`config.mk`:
```
export PLATFORM = sky130hd
export DESIGN_NAME = mem_access_ctrl_flat
export DESIGN_NICKNAME = d
export VERILOG_FILES = /design/src/rtl/mem_access_ctrl_if.sv /design/src/rtl/mem_access_ctrl.sv /design/src/flat_wrapper.sv
export SDC_FILE = /design/constraint.sdc
export NUM_CORES = 1
export LEC_CHECK = 0
export CORE_UTILIZATION = 40
export DETAILED_ROUTE_END_ITERATION = 16
export PLACE_DENSITY = 0.72
export SYNTH_ARGS = -nofsm -noshare
export SYNTH_HDL_FRONTEND = slang
export SYNTH_SLANG_ARGS = --single-unit
```
`constraint.sdc`:
```
create_clock -name clock -period 1.7 [get_ports clock]
set_input_delay 0.17 -clock clock [delete_from_list [all_inputs] [get_ports clock]]
set_output_delay 0.17 -clock clock [all_outputs]
set_load 0.02 [all_outputs]
```
`src/rtl/mem_access_ctrl_if.sv`:
```
// Core/bank bundle for the nRisc data-memory initiator. The controller attaches through
// the master modport; the core and memory bank attach through the slave modport.
interface mem_access_ctrl_if #(
    parameter int ADDR_W = 8,
    parameter int DATA_W = 8,
    parameter int LEN_W  = 4
);
    // A transfer happens on the clock edge where valid and ready are both high. A valid
    // source holds its payload until that edge. rd_valid is the exception: it has no ready.
    logic              req_valid;
    logic              req_ready;
    logic              req_write;
    logic [ADDR_W-1:0] req_addr;
    logic [LEN_W-1:0]  req_len;
    logic              wr_valid;
    logic              wr_ready;
    logic [DATA_W-1:0] wr_data;
    logic              rd_valid;
    logic [DATA_W-1:0] rd_data;
    logic              op_done;
    logic [ADDR_W-1:0] mem_addr;
    logic [DATA_W-1:0] mem_wdata;
    logic              mem_rd_en;
    logic              mem_wr_en;
    logic [DATA_W-1:0] mem_rdata;

    modport master (
        input  req_valid, req_write, req_addr, req_len, wr_valid, wr_data, mem_rdata,
        output req_ready, wr_ready, rd_valid, rd_data, op_done,
               mem_addr, mem_wdata, mem_rd_en, mem_wr_en
    );

    modport slave (
        output req_valid, req_write, req_addr, req_len, wr_valid, wr_data, mem_rdata,
        input  req_ready, wr_ready, rd_valid, rd_data, op_done,
               mem_addr, mem_wdata, mem_rd_en, mem_wr_en
    );
endinterface

```
`src/rtl/mem_access_ctrl.sv`:
```
// Load/store burst initiator for the nRisc 256x8 data-memory bank.
// Define MEMCTL_STATS_EN to add saturating completed-beat counters (stat_rd_cnt/stat_wr_cnt).
module mem_access_ctrl #(
    parameter int ADDR_W = 8,
    parameter int DATA_W = 8,
    parameter int LEN_W  = 4,
    parameter int STAT_W = 16
) (
    input  logic                clock,
    input  logic                reset,
    mem_access_ctrl_if.master   bus,
`ifdef MEMCTL_STATS_EN
    output logic [STAT_W-1:0]   stat_rd_cnt,
    output logic [STAT_W-1:0]   stat_wr_cnt,
`endif
    output logic [1:0]          dbg_state
);

    typedef enum logic [1:0] {
        ST_IDLE  = 2'd0,
        ST_READ  = 2'd1,
        ST_WRITE = 2'd2
    } state_e;

    state_e            state_q, state_d;
    logic [ADDR_W-1:0] cur_addr_q, cur_addr_d;
    logic [LEN_W-1:0]  beats_q, beats_d;
    logic [ADDR_W-1:0] last_addr_q, last_addr_d;
    logic [DATA_W-1:0] last_wdata_q, last_wdata_d;
    logic              rd_valid_q, rd_valid_d;
    logic [DATA_W-1:0] rd_data_q, rd_data_d;
    logic              op_done_q, op_done_d;
    logic              beat_fire;
    logic              last_beat;

    // State register: reset is asynchronous so mem_wr_en (decoded from state_q) drops at once.
    always_ff @(posedge clock or posedge reset) begin
        if (reset) begin
            state_q      <= ST_IDLE;
            cur_addr_q   <= '0;
            beats_q      <= '0;
            last_addr_q  <= '0;
            last_wdata_q <= '0;
            rd_valid_q   <= 1'b0;
            rd_data_q    <= '0;
            op_done_q    <= 1'b0;
        end else begin
            state_q      <= state_d;
            cur_addr_q   <= cur_addr_d;
            beats_q      <= beats_d;
            last_addr_q  <= last_addr_d;
            last_wdata_q <= last_wdata_d;
            rd_valid_q   <= rd_valid_d;
            rd_data_q    <= rd_data_d;
            op_done_q    <= op_done_d;
        end
    end

    // A read beat issues every READ cycle; a write beat only when the core offers data.
    assign beat_fire = (state_q == ST_READ) || ((state_q == ST_WRITE) && bus.wr_valid);
    assign last_beat = beat_fire && (beats_q == '0);

    always_comb begin
        state_d      = state_q;
        cur_addr_d   = cur_addr_q;
        beats_d      = beats_q;
        rd_valid_d   = (state_q == ST_READ);
        rd_data_d    = rd_data_q;
        op_done_d    = last_beat;
        last_addr_d  = bus.mem_addr;
        last_wdata_d = bus.mem_wdata;
        case (state_q)
            ST_IDLE: begin
                if (bus.req_valid) begin
                    cur_addr_d = bus.req_addr;
                    beats_d    = bus.req_len;
                    state_d    = bus.req_write ? ST_WRITE : ST_READ;
                end
            end
            ST_READ, ST_WRITE: begin
                if (state_q == ST_READ) begin
                    rd_data_d = bus.mem_rdata;
                end
                if (beat_fire) begin
                    cur_addr_d = cur_addr_q + 1'b1;
                    if (last_beat) begin
                        beats_d = '0;
                        state_d = ST_IDLE;
                    end else begin
                        beats_d = beats_q - 1'b1;
                    end
                end
            end
            default: state_d = ST_IDLE;
        endcase
    end

    // Pin decode; mem_addr/mem_wdata hold their last driven value while idle.
    always_comb begin
        bus.req_ready = (state_q == ST_IDLE);
        bus.wr_ready  = (state_q == ST_WRITE);
        bus.mem_rd_en = (state_q == ST_READ);
        bus.mem_wr_en = (state_q == ST_WRITE) && bus.wr_valid;
        bus.mem_addr  = (state_q == ST_IDLE) ? last_addr_q : cur_addr_q;
        bus.mem_wdata = (state_q == ST_WRITE) ? bus.wr_data : last_wdata_q;
        bus.rd_valid  = rd_valid_q;
        bus.rd_data   = rd_data_q;
        bus.op_done   = op_done_q;
        dbg_state     = state_q;
    end

`ifdef MEMCTL_STATS_EN
    logic [STAT_W-1:0] stat_rd_q, stat_rd_d;
    logic [STAT_W-1:0] stat_wr_q, stat_wr_d;

    // A read beat is complete when it is handed to the core; a write beat when the bank commits it.
    always_comb begin
        stat_rd_d = stat_rd_q;
        stat_wr_d = stat_wr_q;
        if (rd_valid_q && !(&stat_rd_q)) stat_rd_d = stat_rd_q + 1'b1;
        if (bus.mem_wr_en && !(&stat_wr_q)) stat_wr_d = stat_wr_q + 1'b1;
    end

    always_ff @(posedge clock or posedge reset) begin
        if (reset) begin
            stat_rd_q <= '0;
            stat_wr_q <= '0;
        end else begin
            stat_rd_q <= stat_rd_d;
            stat_wr_q <= stat_wr_d;
        end
    end

    assign stat_rd_cnt = stat_rd_q;
    assign stat_wr_cnt = stat_wr_q;
`endif

endmodule

```
`src/flat_wrapper.sv`:
```
// flat-port wrapper written by rule: the top's interface ports become plain ports
module mem_access_ctrl_flat 
#(
    parameter int ADDR_W = 8,
    parameter int DATA_W = 8,
    parameter int LEN_W  = 4,
    parameter int STAT_W = 16
)
  (clock, reset, dbg_state, bus_req_valid, bus_req_write, bus_req_addr, bus_req_len, bus_wr_valid, bus_wr_data, bus_mem_rdata, bus_req_ready, bus_wr_ready, bus_rd_valid, bus_rd_data, bus_op_done, bus_mem_addr, bus_mem_wdata, bus_mem_rd_en, bus_mem_wr_en);
  mem_access_ctrl_if #(.ADDR_W(ADDR_W), .DATA_W(DATA_W), .LEN_W(LEN_W)) bus_i ();
  input  logic clock;
  input  logic reset;
  output logic [1:0] dbg_state;
  input wire logic [$bits(bus_i.req_valid)-1:0] bus_req_valid;
  input wire logic [$bits(bus_i.req_write)-1:0] bus_req_write;
  input wire logic [$bits(bus_i.req_addr)-1:0] bus_req_addr;
  input wire logic [$bits(bus_i.req_len)-1:0] bus_req_len;
  input wire logic [$bits(bus_i.wr_valid)-1:0] bus_wr_valid;
  input wire logic [$bits(bus_i.wr_data)-1:0] bus_wr_data;
  input wire logic [$bits(bus_i.mem_rdata)-1:0] bus_mem_rdata;
  output wire logic [$bits(bus_i.req_ready)-1:0] bus_req_ready;
  output wire logic [$bits(bus_i.wr_ready)-1:0] bus_wr_ready;
  output wire logic [$bits(bus_i.rd_valid)-1:0] bus_rd_valid;
  output wire logic [$bits(bus_i.rd_data)-1:0] bus_rd_data;
  output wire logic [$bits(bus_i.op_done)-1:0] bus_op_done;
  output wire logic [$bits(bus_i.mem_addr)-1:0] bus_mem_addr;
  output wire logic [$bits(bus_i.mem_wdata)-1:0] bus_mem_wdata;
  output wire logic [$bits(bus_i.mem_rd_en)-1:0] bus_mem_rd_en;
  output wire logic [$bits(bus_i.mem_wr_en)-1:0] bus_mem_wr_en;
  assign bus_i.req_valid = bus_req_valid;
  assign bus_i.req_write = bus_req_write;
  assign bus_i.req_addr = bus_req_addr;
  assign bus_i.req_len = bus_req_len;
  assign bus_i.wr_valid = bus_wr_valid;
  assign bus_i.wr_data = bus_wr_data;
  assign bus_i.mem_rdata = bus_mem_rdata;
  assign bus_req_ready = bus_i.req_ready;
  assign bus_wr_ready = bus_i.wr_ready;
  assign bus_rd_valid = bus_i.rd_valid;
  assign bus_rd_data = bus_i.rd_data;
  assign bus_op_done = bus_i.op_done;
  assign bus_mem_addr = bus_i.mem_addr;
  assign bus_mem_wdata = bus_i.mem_wdata;
  assign bus_mem_rd_en = bus_i.mem_rd_en;
  assign bus_mem_wr_en = bus_i.mem_wr_en;
  mem_access_ctrl #(.ADDR_W(ADDR_W), .DATA_W(DATA_W), .LEN_W(LEN_W), .STAT_W(STAT_W)) u_core (.clock(clock), .reset(reset), .bus(bus_i), .dbg_state(dbg_state));
endmodule
```
[Word level (Yosys, flattened, before mapping)]
Index checks and enable logic that the tools add are counted.
Storage, ports and cells
  input bits: 33
  output and inout bits: 32
  register bits after elaboration: 40
Cells by class
  reductions and logical operators: 10
  $add $sub $neg: 2
  eq/ne operators: 5
  multiplexer cells: 14
Operator list (count)
  8-bit two-way mux: 4
  8-bit case mux with 2 select lines: 1
  4-bit two-way mux: 3
  8-bit by 1-bit adder with 8-bit output (second input constant): 1
  2-bit two-way mux: 4
  4-bit case mux with 2 select lines: 1
  3-bit AND reduction: 2
  4-bit logical NOT: 1
  2-bit by 1-bit != test with 1-bit output (second input constant): 2
  2-bit case mux with 2 select lines: 1
  4-bit by 1-bit subtractor with 4-bit output (second input constant): 1
  2-bit by 1-bit == test with 1-bit output (second input constant): 1
  2-bit == test (second input constant): 1
  1-bit logical AND: 2
  2-bit logical NOT: 1
  2-bit != test (second input constant): 1
  2-bit AND reduction: 1
  2-bit nonzero test: 1
  2-bit OR reduction: 1
  1-bit logical OR: 1

[Depth between registers and ports, before layout]
Gate-level depths: netlist (run 1).
  depth in word-level cells: 7
  mapped depth: 8
  gate-level depth less buffers: 6

[Worst setup path after synthesis (run 1)]
OpenSTA, ideal clock, no wires.
  kind: register -> register
  start point: register u_core.state_q[0], in the netlist u_core.dbg_state[0]
  end point: register u_core.beats_q[3]
  arrival: 1.791 ns
  buffers on the path: 2
  cell stages (with the launch flop): 9
  required time: 1.569 ns
  clock period less this slack: 1.922 ns
  setup time: 0.131 ns
  path slack: -0.222 ns
  path through: dfrtp_1 inv_1 ha_1 buf_2 a21oi_4 a21o_1 buf_6 a22oi_1 o21ai_1
Between the ends
  longest elaborated chain between the ends: 7
  elaborated cells between the ends (all ways): 14
  those cells by class: eq/ne (4); mux (3); reduce/logical (7)
Ends and longest elaborated chain
  start, declared: line mem_access_ctrl.sv:25  | state_e state_q, state_d;
  start signal, assigned: line mem_access_ctrl.sv:48  | state_q <= state_d;
  2-bit == test (*)
  via bus_wr_ready: line flat_wrapper.sv:22  | output wire logic [$bits(bus_i.wr_ready)-1:0] bus_wr_ready;
  1-bit logical AND: line mem_access_ctrl.sv:60  | assign beat_fire = (state_q == ST_READ) || ((state_q == ST_WRITE) && bus.wr_valid);
  1-bit logical OR: line mem_access_ctrl.sv:60
  1-bit logical AND: line mem_access_ctrl.sv:61  | assign last_beat = beat_fire && (beats_q == '0);
  4-bit two-way mux: line mem_access_ctrl.sv:86  | if (last_beat) begin
  4-bit two-way mux: line mem_access_ctrl.sv:84  | if (beat_fire) begin
  4-bit case mux with 2 select lines: line mem_access_ctrl.sv:72  | case (state_q)
  end signal, assigned: line mem_access_ctrl.sv:50  | beats_q <= beats_d;
  end, declared: line mem_access_ctrl.sv:27  | logic [LEN_W-1:0] beats_q, beats_d;
Mark *: on every way through the listed nets, which the timed path passes. The rest lies on a longest branch. The select of a mux whose other input is x is not followed.
A chain may end at the register's enable or synchronous reset.

[Worst setup path after layout (run 1)]
  start point: register u_core.state_q[0], in the netlist u_core.dbg_state[0]
  end point: output bus_mem_wdata[6]
Between the ends
  longest elaborated chain between the ends: 2
Ends and longest elaborated chain
  2-bit == test: line mem_access_ctrl.sv:105  | bus.mem_wdata = (state_q == ST_WRITE) ? bus.wr_data : last_wdata_q;
  8-bit two-way mux: line mem_access_ctrl.sv:105
  end, declared: line flat_wrapper.sv:27  | output wire logic [$bits(bus_i.mem_wdata)-1:0] bus_mem_wdata;
No other way between the ends.

==> impl_metrics.toml, run 1 <==
[cts]
root_buffer = "clkbuf_8"
clock_path_buffers = 2
cts_buffers = 5
clk_pin_slew_ps = 80
cts_tree = "built"
htreeDepth = 2
cts.sinks = 40
insertion_delay_ps = 290

[sta]
rsz0062_at_grt = "yes"
skew_ps = 6.081
fin_crit_ps = 1759
relSlewSlack = 0.6567
report.final.setup_viol = 25
worst_slack_ps = -58.97
tightest_slew_ps = 515.0
slew_violations = 0
tns_ps = -594.1
finalHoldViolCount = 0
timing.hold.ws_ps = 314.4
clock.fmax_ghz = 0.5685
fin_crit_sh = 1.035

[run_status]
status = "finished with violations"
violations = "DRC, setup timing"

[yosys]
yosysWarningCount = 0
synth_cells = 156
synth_top_family_by_area = "multiplexers"
synthesis.area_um2 = 1888
synth.area.mux_share = 0.1557
yosys.area_share.adder = 0.03313
synthSimpleGateAreaFrac = 0.09742
yosys.area_share.xor_xnor = 0
synth_cell_types = 41
avgSynthCellArea_um2 = 12.10
syn_nets = 194
synth_compound_area_frac = 0.1398
yosysSeqAreaShare = 0.5302
synth_seq_cells = 40

[routing]
drt_iter0_markers = 103
viasPerCell = 5.364
num_vias = 1534
routed_wl_mm = 4.313
dr.pass1.iters = 10
ant_nets = 0
drc = 20
avgRoutedWirePerCell_um = 15.08

[power_and_ir_drop]
p_leak_nw = 1.238
powerDensity_nw_per_um2 = 2192
vdd_drop_max_uv = 1126

[run]
cap_viol_max_count = 0

[global_route]
overflow = 0
grt_max_degree = 41
grt_pass1_wl_mm = 6.941
antenna_found_initial = 0
grt_pass1_vias = 1525
grt_use_total = 0.1783

[setup_path]
cp_data_required_time_ps = 1530
r2r_slack_ps = -40
crit_path_end_kind = "output port"
rr_worst_depth = 8
r2r-end = "u_core.beats_q[1]"
cp-start-kind = "flop"
crit_type = "reg -> out"
critPathMaxFanout = 4
worstReg2RegStart = "u_core.dbg_state[1]"
worst_ep_arrival_time_ps = 1590

[floorplanning]
rows = 24
die_area_um2 = 4999
initial_core_util = 0.4248
die_w_um = 70.71
io_pins = 65
fp.dieH_um = 70.71
core_area_um2 = 4444

[placed_design]
portBuffers = 64
finalWeightedCongestion = 0.8241
dp_worst_setup_slack_ps = -113.5
dpl.hpwl_mm = 3.006
placed_area_um2 = 2683

[cells_and_area]
antenna_cells = 0
area_growth_pct = 50.36
drive_above_1_share = 0.3718
finalInstanceArea_um2 = 2839
final_util = 0.6388
nFillCells = 346
fin_nets = 271

[hold_path]
holdCritPathClass = "in -> async"
stage by stage:
| step | std cells | total power (W) |
|---|---|---|
| 2_1_floorplan | 156 | 0.004022 |
| 3_3_place_gp | 275 | 0.005245 |
| 3_5_place_dp | 275 | 0.005370 |
| 4_1_cts | 283 | 0.006122 |
| 5_1_grt | 286 | 0.006610 |
| 6_report | 286 | 0.006224 |
critical path: stages, from the launching register on:
cell	delay (ps)
dfrtp_2	430
inv_4	90
ha_4	170
buf_4	120
mux2_2	330
buf_2	160
registers in the layout (all words and copies together) (netlist names):
register and cells:
u_core.bus.rd_data 8, u_core.bus.rd_valid 1, u_core.beats_q 4, u_core.last_addr_q 8
u_core.bus.op_done 1, u_core.dbg_state 2, u_core.cur_addr_q 8, u_core.last_wdata_q 8
metal layers:
layer  share of wire  GRT usage
met1            0.42     0.1959
met2            0.50     0.3333
met3           0.073    0.04843
met4          0.0067    0.05556
met5               0          0
logic make-up after synthesis:
| group | Yosys count |
|---|---|
| flops | 40 |
| compound gates | 37 |
| simple gates | 33 |
| mux | 26 |
| buf+inv | 15 |
| fa+ha+maj | 5 |
power breakdown:
| group | switching (W) | internal, W | leakage, nW |
|---|---|---|---|
| Sequential | 0.000309 | 0.00143 | 0.480 |
| Combinational | 0.00185 | 0.00188 | 0.703 |
| Clock | 0.000320 | 0.000436 | 0.0552 |
| Total | 0.00248 | 0.00374 | 1.24 |
repair_timing:
action	4_1_cts	5_1_grt
endpoints found under the hold margin	0	0
setup buffers	0	3
hold buffers	0	0
pin swaps	1	0
gates resized for setup	90	13
setup endpoints to repair	29	30
layout by cell type (no fill, tap or decap), types with 5 or more instances in the layout:
master           count
o22ai_1              8
buf_6                8
mux2_4               6
clkbuf_8             5
buf_4                9
clkdlybuf4s50_1     44
nor2_1               8
mux2_2              18
a21oi_1              7
inv_1                6
dfrtp_1             38
buf_2                9
nand2b_1             5
how the worst max path moves through the flow:
stage,start,cells after the start,endpoint,slack (ps)
finish,u_core.dbg_state[0],5,bus_mem_wdata[6],-60
global placement,u_core.dbg_state[1],4,bus_mem_addr[2],-80
floorplan,u_core.dbg_state[0],8,u_core.beats_q[3],-1
detailed placement,u_core.dbg_state[0],4,bus_mem_wdata[2],-110
CTS,u_core.dbg_state[0],4,bus_mem_wdata[2],-200
global route,u_core.dbg_state[1],8,u_core.beats_q[3],-140
cell usage after synthesis (all sizes together):
| master | number | area share |
|---|---|---|
| nor4 | 1 | 0.0033 |
| and2 | 1 | 0.0033 |
| and4 | 2 | 0.0093 |
| a31o | 1 | 0.0046 |
| o311ai | 1 | 0.0046 |
| and3 | 3 | 0.0099 |
| a31oi | 2 | 0.0066 |
| mux2i | 2 | 0.013 |
| a22o | 1 | 0.0046 |
| inv | 8 | 0.016 |
| a21o | 1 | 0.0040 |
| clkbuf | 2 | 0.0046 |
| nor3 | 3 | 0.013 |
| o31ai | 1 | 0.011 |
| dfrtp | 40 | 0.53 |
| ha | 5 | 0.033 |
| nor2 | 8 | 0.016 |
| o2bb2ai | 1 | 0.0046 |
| buf | 5 | 0.023 |
| or2 | 3 | 0.0099 |
| o21ai | 7 | 0.021 |
| a21oi | 9 | 0.032 |
| a22oi | 2 | 0.0079 |
| o31a | 1 | 0.0046 |
| a21boi | 1 | 0.0040 |
| nand4 | 1 | 0.0033 |
| o21bai | 1 | 0.0040 |
| nand2 | 5 | 0.0099 |
| o22ai | 8 | 0.027 |
| nand3 | 1 | 0.0026 |
| nand2b | 5 | 0.017 |
| mux2 | 24 | 0.14 |
cell type report:
type | count | area, um2 | area share
clock inverter | 2 | 35.03 | 0.01234
inverter | 8 | 35.03 | 0.01234
clock buffer | 6 | 72.57 | 0.02556
sequential | 40 | 1003 | 0.3535
tap | 52 | 65.06 | 0.02292
timing repair buffer | 77 | 721.9 | 0.2543
multi-input combinational | 101 | 905.9 | 0.3191
No activity file was read; power rests on OpenSTA's default activity.
==> run 2, diff against run 1 <==
CAP_MARGIN = 25   (was not set)
CORE_UTILIZATION = 52   (was 40)
CTS_CLUSTER_SIZE = 8   (was not set)
DONT_BUFFER_PORTS = 1   (was not set)
PLACE_DENSITY = 0.67   (was 0.72)
==> impl_metrics.toml, run 2 (synthesized netlist as in run 1, its figures left out) <==
[setup_path]
critPathMaxFanout = 6
cp_data_required_time_ps = 1530
cp-start-kind = "flop"
r2r-end = "u_core.cur_addr_q[7]"
worst-path-stages = 4
r2r_slack_ps = -70
worstReg2RegStart = "u_core.dbg_state[1]"
crit_chain = "buf_6 > ha_4 > buf_12 > mux2_4"
path_buf_inv = 2
worst_ep_arrival_time_ps = 1600
crit_type = "reg -> out"
crit_family = "flip-flops"
rr_worst_depth = 8
slowest_stage = "dfrtp_2"
cpPeakStageDelay_ps = 450
crit_path_end_kind = "output port"

[cts]
clock_path_buffers = 2
htreeDepth = 2
cts.sinks = 40
cts_tree = "built"
cts_buffers = 5
root_buffer = "clkbuf_4"
clk_pin_slew_ps = 110
insertion_delay_ps = 340

[floorplanning]
fp.dieH_um = 62.26
die_area_um2 = 3876
rows = 21
io_pins = 65
initial_core_util = 0.5527
core_area_um2 = 3416
die_w_um = 62.26

[power_and_ir_drop]
switchingPower_w = 0.002462
p_int_w = 0.003420
swShare = 0.4186
powerDensity_nw_per_um2 = 2281
p_comb_frac = 0.572
p_leak_nw = 1.140
p_clk_frac = 0.104
seq_power_share = 0.324
vdd_drop_max_uv = 1139

[cells_and_area]
finalInstanceArea_um2 = 2579
final_cell_mix = "dfrtp_1 (38), dlygate4sd3_1 (19), mux2_4 (16)"
regArea_um2 = 1003
final_common_cell = "dfrtp_1"
nFillCells = 223
drive_above_1_share = 0.4040
multiInputGateArea_um2 = 965.9
antenna_cells = 0
fin_nets = 235
area_growth_pct = 36.58
stdcell_count = 244

[run_status]
violations = "setup timing"
status = "finished with violations"

[global_route]
met3_usage = 0.04779
grt.busiest_layer = "met2"
grt_use_met2 = 0.3915
grt_pass1_vias = 1441
antenna_found_initial = 0
grt_max_degree = 25
grt_pass1_wl_mm = 6.548
overflow = 0
use_met1 = 0.2546
grt_use_total = 0.2216

[placed_design]
dpl.hpwl_mm = 2.568
placed_area_um2 = 2019
finalWeightedCongestion = 0.8356
placedCellCount = 203
portBuffers = 0

[sta]
clock.fmax_ghz = 0.5635
fin_crit_ps = 1775
report.final.setup_viol = 16
relSlewSlack = 0.5484
fin_crit_sh = 1.044
worst_slack_ps = -74.64
rsz0062_at_grt = "yes"
tightest_slew_ps = 676.6
skew_ps = 4.972
timing.hold.ws_ps = 21.59
slew_violations = 0
finalHoldViolCount = 0

[routing]
dr.pass1.iters = 4
ant_nets = 0
drt_iter0_markers = 43
viasPerCell = 5.721
num_vias = 1396
drc = 0
avgRoutedWirePerCell_um = 16.77
routed_wl_mm = 4.091

[hold_path]
holdCritPathClass = "in -> reg"
whs_path_depth = 2
hp-start = "bus_req_addr[7]"
min_to = "u_core.cur_addr_q[7]"

[run]
cap_viol_max_count = 0
==> run 2: metal layers <==
metal	part of all wire	up-vias
met2	0.52	53
met1	0.41	687
met5	0	-
met3	0.047	10
met4	0.020	0
li1	-	646
==> run 2: metrics by stage <==
| stage | power (W) | utilization | TNS, ps | setup WS (ps) |
|---|---|---|---|---|
| after floorplan | 0.004022 | - | -1.004 | -1.004 |
| after global placement | 0.004275 | 0.5912 | 0 | 97.17 |
| after detailed placement | 0.004395 | 0.5912 | 0 | 41.11 |
| after CTS | 0.005609 | 0.7114 | -793.3 | -74.65 |
| after global routing | 0.006210 | 0.7549 | -2513 | -139.9 |
| final | 0.005882 | 0.7549 | -781.8 | -74.64 |
==> run 2: timing repair <==
action	in CTS	in global routing
resized for setup	29	11
endpoints found under the hold margin	28	6
pin swaps	2	9
setup buffers	6	5
cloned	2	1
setup endpoints to repair	17	28
hold buffers	13	6
==> run 2: power by group through the flow <==
stage	logic, W	registers (W)	clock network (W)
floorplan	0.00219	0.00184	0
global placement	0.00240	0.00188	0
detailed placement	0.00249	0.00190	0
CTS	0.00310	0.00188	0.000626
global route	0.00358	0.00195	0.000675
finish	0.00336	0.00191	0.000613
==> run 2: layout make-up <==
class                           count  share of cell area
Sequential cell                    40              0.3891
Clock buffer                        6             0.01601
Timing Repair Buffer               41              0.1708
Multi-Input combinational cell    101              0.3746
Clock inverter                      2             0.01359
Tap cell                           46             0.02232
Inverter                            8             0.01359
==> run 2: worst register-to-register path: cells and delay by family (launching register included) <==
kind / cells / cell delay, ps
simple gates: 2 / 350
fa+ha+maj: 1 / 180
flops: 1 / 450
buf+inv: 3 / 410
compound gates: 2 / 300
==> run 2: worst max path at each step <==
stage	start	endpoint	slack (ps)
global placement	u_core.dbg_state[1]	u_core.cur_addr_q[6]	100
global route	u_core.dbg_state[1]	bus_mem_wdata[3]	-140
detailed placement	u_core.dbg_state[0]	u_core.cur_addr_q[6]	40
CTS	u_core.dbg_state[1]	bus_mem_wdata[3]	-70
floorplan	u_core.dbg_state[0]	u_core.beats_q[3]	-1
finish	u_core.dbg_state[1]	bus_mem_wdata[3]	-70
==> run 3, diff against run 2 <==
CORE_UTILIZATION = 35   (was 52)
PLACE_DENSITY = 0.48   (was 0.67)
==> impl_metrics.toml, run 3 (synthesized netlist as in run 1, its figures left out) <==
[floorplanning]
die_w_um = 75.45
initial_core_util = 0.3673
io_pins = 65
core_area_um2 = 5140
fp.dieH_um = 75.45
die_area_um2 = 5692
rows = 26

[sta]
fin_crit_ps = 1676
relSlewSlack = 0.7686
skew_ps = 5.052
slew_violations = 0
tns_ps = 0
report.final.setup_viol = 0
tightest_slew_ps = 344.5
rsz0062_at_grt = "yes"
fin_crit_sh = 0.9858
finalHoldViolCount = 0
clock.fmax_ghz = 0.5967

[global_route]
grt.busiest_layer = "met2"
grt_use_total = 0.1516
grt_max_degree = 21
overflow = 0
grt_use_met2 = 0.2629
met3_usage = 0.05159
antenna_found_initial = 0
grt_pass1_vias = 1328
use_met1 = 0.1713
grt_pass1_wl_mm = 6.285

[run]
cap_viol_max_count = 0

[cts]
root_buffer = "clkbuf_8"
htreeDepth = 2
clk_pin_slew_ps = 70
clock_path_buffers = 2
cts_tree = "built"
insertion_delay_ps = 280
cts.sinks = 40
cts_buffers = 5

[power_and_ir_drop]
p_leak_nw = 1.067
powerDensity_nw_per_um2 = 2444
vdd_drop_max_uv = 980.7
total_power_w = 0.005916

[run_status]
status = "complete, no violations"

[cells_and_area]
fin_nets = 217
finalInstanceArea_um2 = 2421
final_common_cell = "dfrtp_1"
drive_above_1_share = 0.4333
area_growth_pct = 28.23
final_cell_mix = "dfrtp_1 (38), mux2_4 (16), buf_4 (15)"
final_util = 0.4710
antenna_cells = 0
nFillCells = 494

[placed_design]
finalWeightedCongestion = 0.7743
portBuffers = 0
dpl.hpwl_mm = 2.815
placed_area_um2 = 2067

[setup_path]
crit_path_end_kind = "output port"
critPathMaxFanout = 10
worst_ep_arrival_time_ps = 1510
cp_data_required_time_ps = 1530
crit_type = "reg -> out"
cp-start-kind = "flop"

[routing]
avgRoutedWirePerCell_um = 16.65
num_vias = 1291
drt_iter0_markers = 37
dr.pass1.iters = 4
viasPerCell = 5.164
routed_wl_mm = 4.162
drc = 0
ant_nets = 0

[hold_path]
holdCritPathClass = "in -> reg"
-- run 3: cell count changes in the layout (fill, tap and decap cells not counted), sizes merged --
cell	before	now
dlygate4sd3	19	1
clkbuf	6	7
clkinv	1	0
-- run 3: power by group --
group | internal [W] | switching [W] | total, W
clock | 0.000518 | 0.000313 | 0.000831
sequential | 0.00143 | 0.000456 | 0.00189
combinational | 0.00156 | 0.00164 | 0.00320
-- run 3: critical path, cell delays in order (launching register included) --
cell	delay, ps
dfrtp_2	440
buf_6	130
ha_4	160
buf_12	150
mux2_4	340
-- run 3: path summary, 6_finish.rpt --
kind                       cells past startpoint  slack, ps                      to              startpoint
hold reg to reg                                1        550  u_core.last_wdata_q[3]  u_core.last_wdata_q[3]
max in group asynchronous                      3       1090     u_core.dbg_state[1]                   reset
setup reg to reg                               8         50       u_core.beats_q[0]     u_core.dbg_state[0]
hold / removal                                 1         30   u_core.bus.rd_data[3]        bus_mem_rdata[3]
setup / recovery                               4         20        bus_mem_wdata[4]     u_core.dbg_state[1]
min in group asynchronous                      3        390   u_core.bus.rd_data[3]                   reset
-- run 3: area by class of cell --
class	instances	area, um2	share of cell area
inverter	8	35.03	0.01447
multi-input combinational	101	940.9	0.3886
clock inverter	1	30.03	0.01240
tap	70	87.58	0.03618
sequential	40	1003	0.4145
clock buffer	7	96.34	0.03979
timing repair buffer	23	227.7	0.09406
-- run 3: metal layers --
metal	part of all wire	vias to the layer above	wire, um
met5	0	-	0
met4	0.0086	0	36
met3	0.058	4	243
met2	0.51	45	2141
met1	0.42	634	1740
li1	-	608	-
-- run 3: repair_timing --
item / CTS / global route
setup buffers: 4 / 5
resized for setup: 26 / 10
hold buffers: 1 / 0
hold endpoints to repair: 40 / 0
pin swaps: 1 / 3
endpoints found under the setup margin: 16 / 24
cloned: 1 / 1
-- run 3: through the flow --
step | setup WS, ps | instances | hold slack, ps
floorplan | -1.004 | 156 | 314.7
global placement | 115.9 | 231 | 131.0
detailed placement | 75.53 | 231 | 129.2
CTS | -7.310 | 245 | 23.64
global route | -71.91 | 250 | 11.31
finish | 24.16 | 250 | 33.97
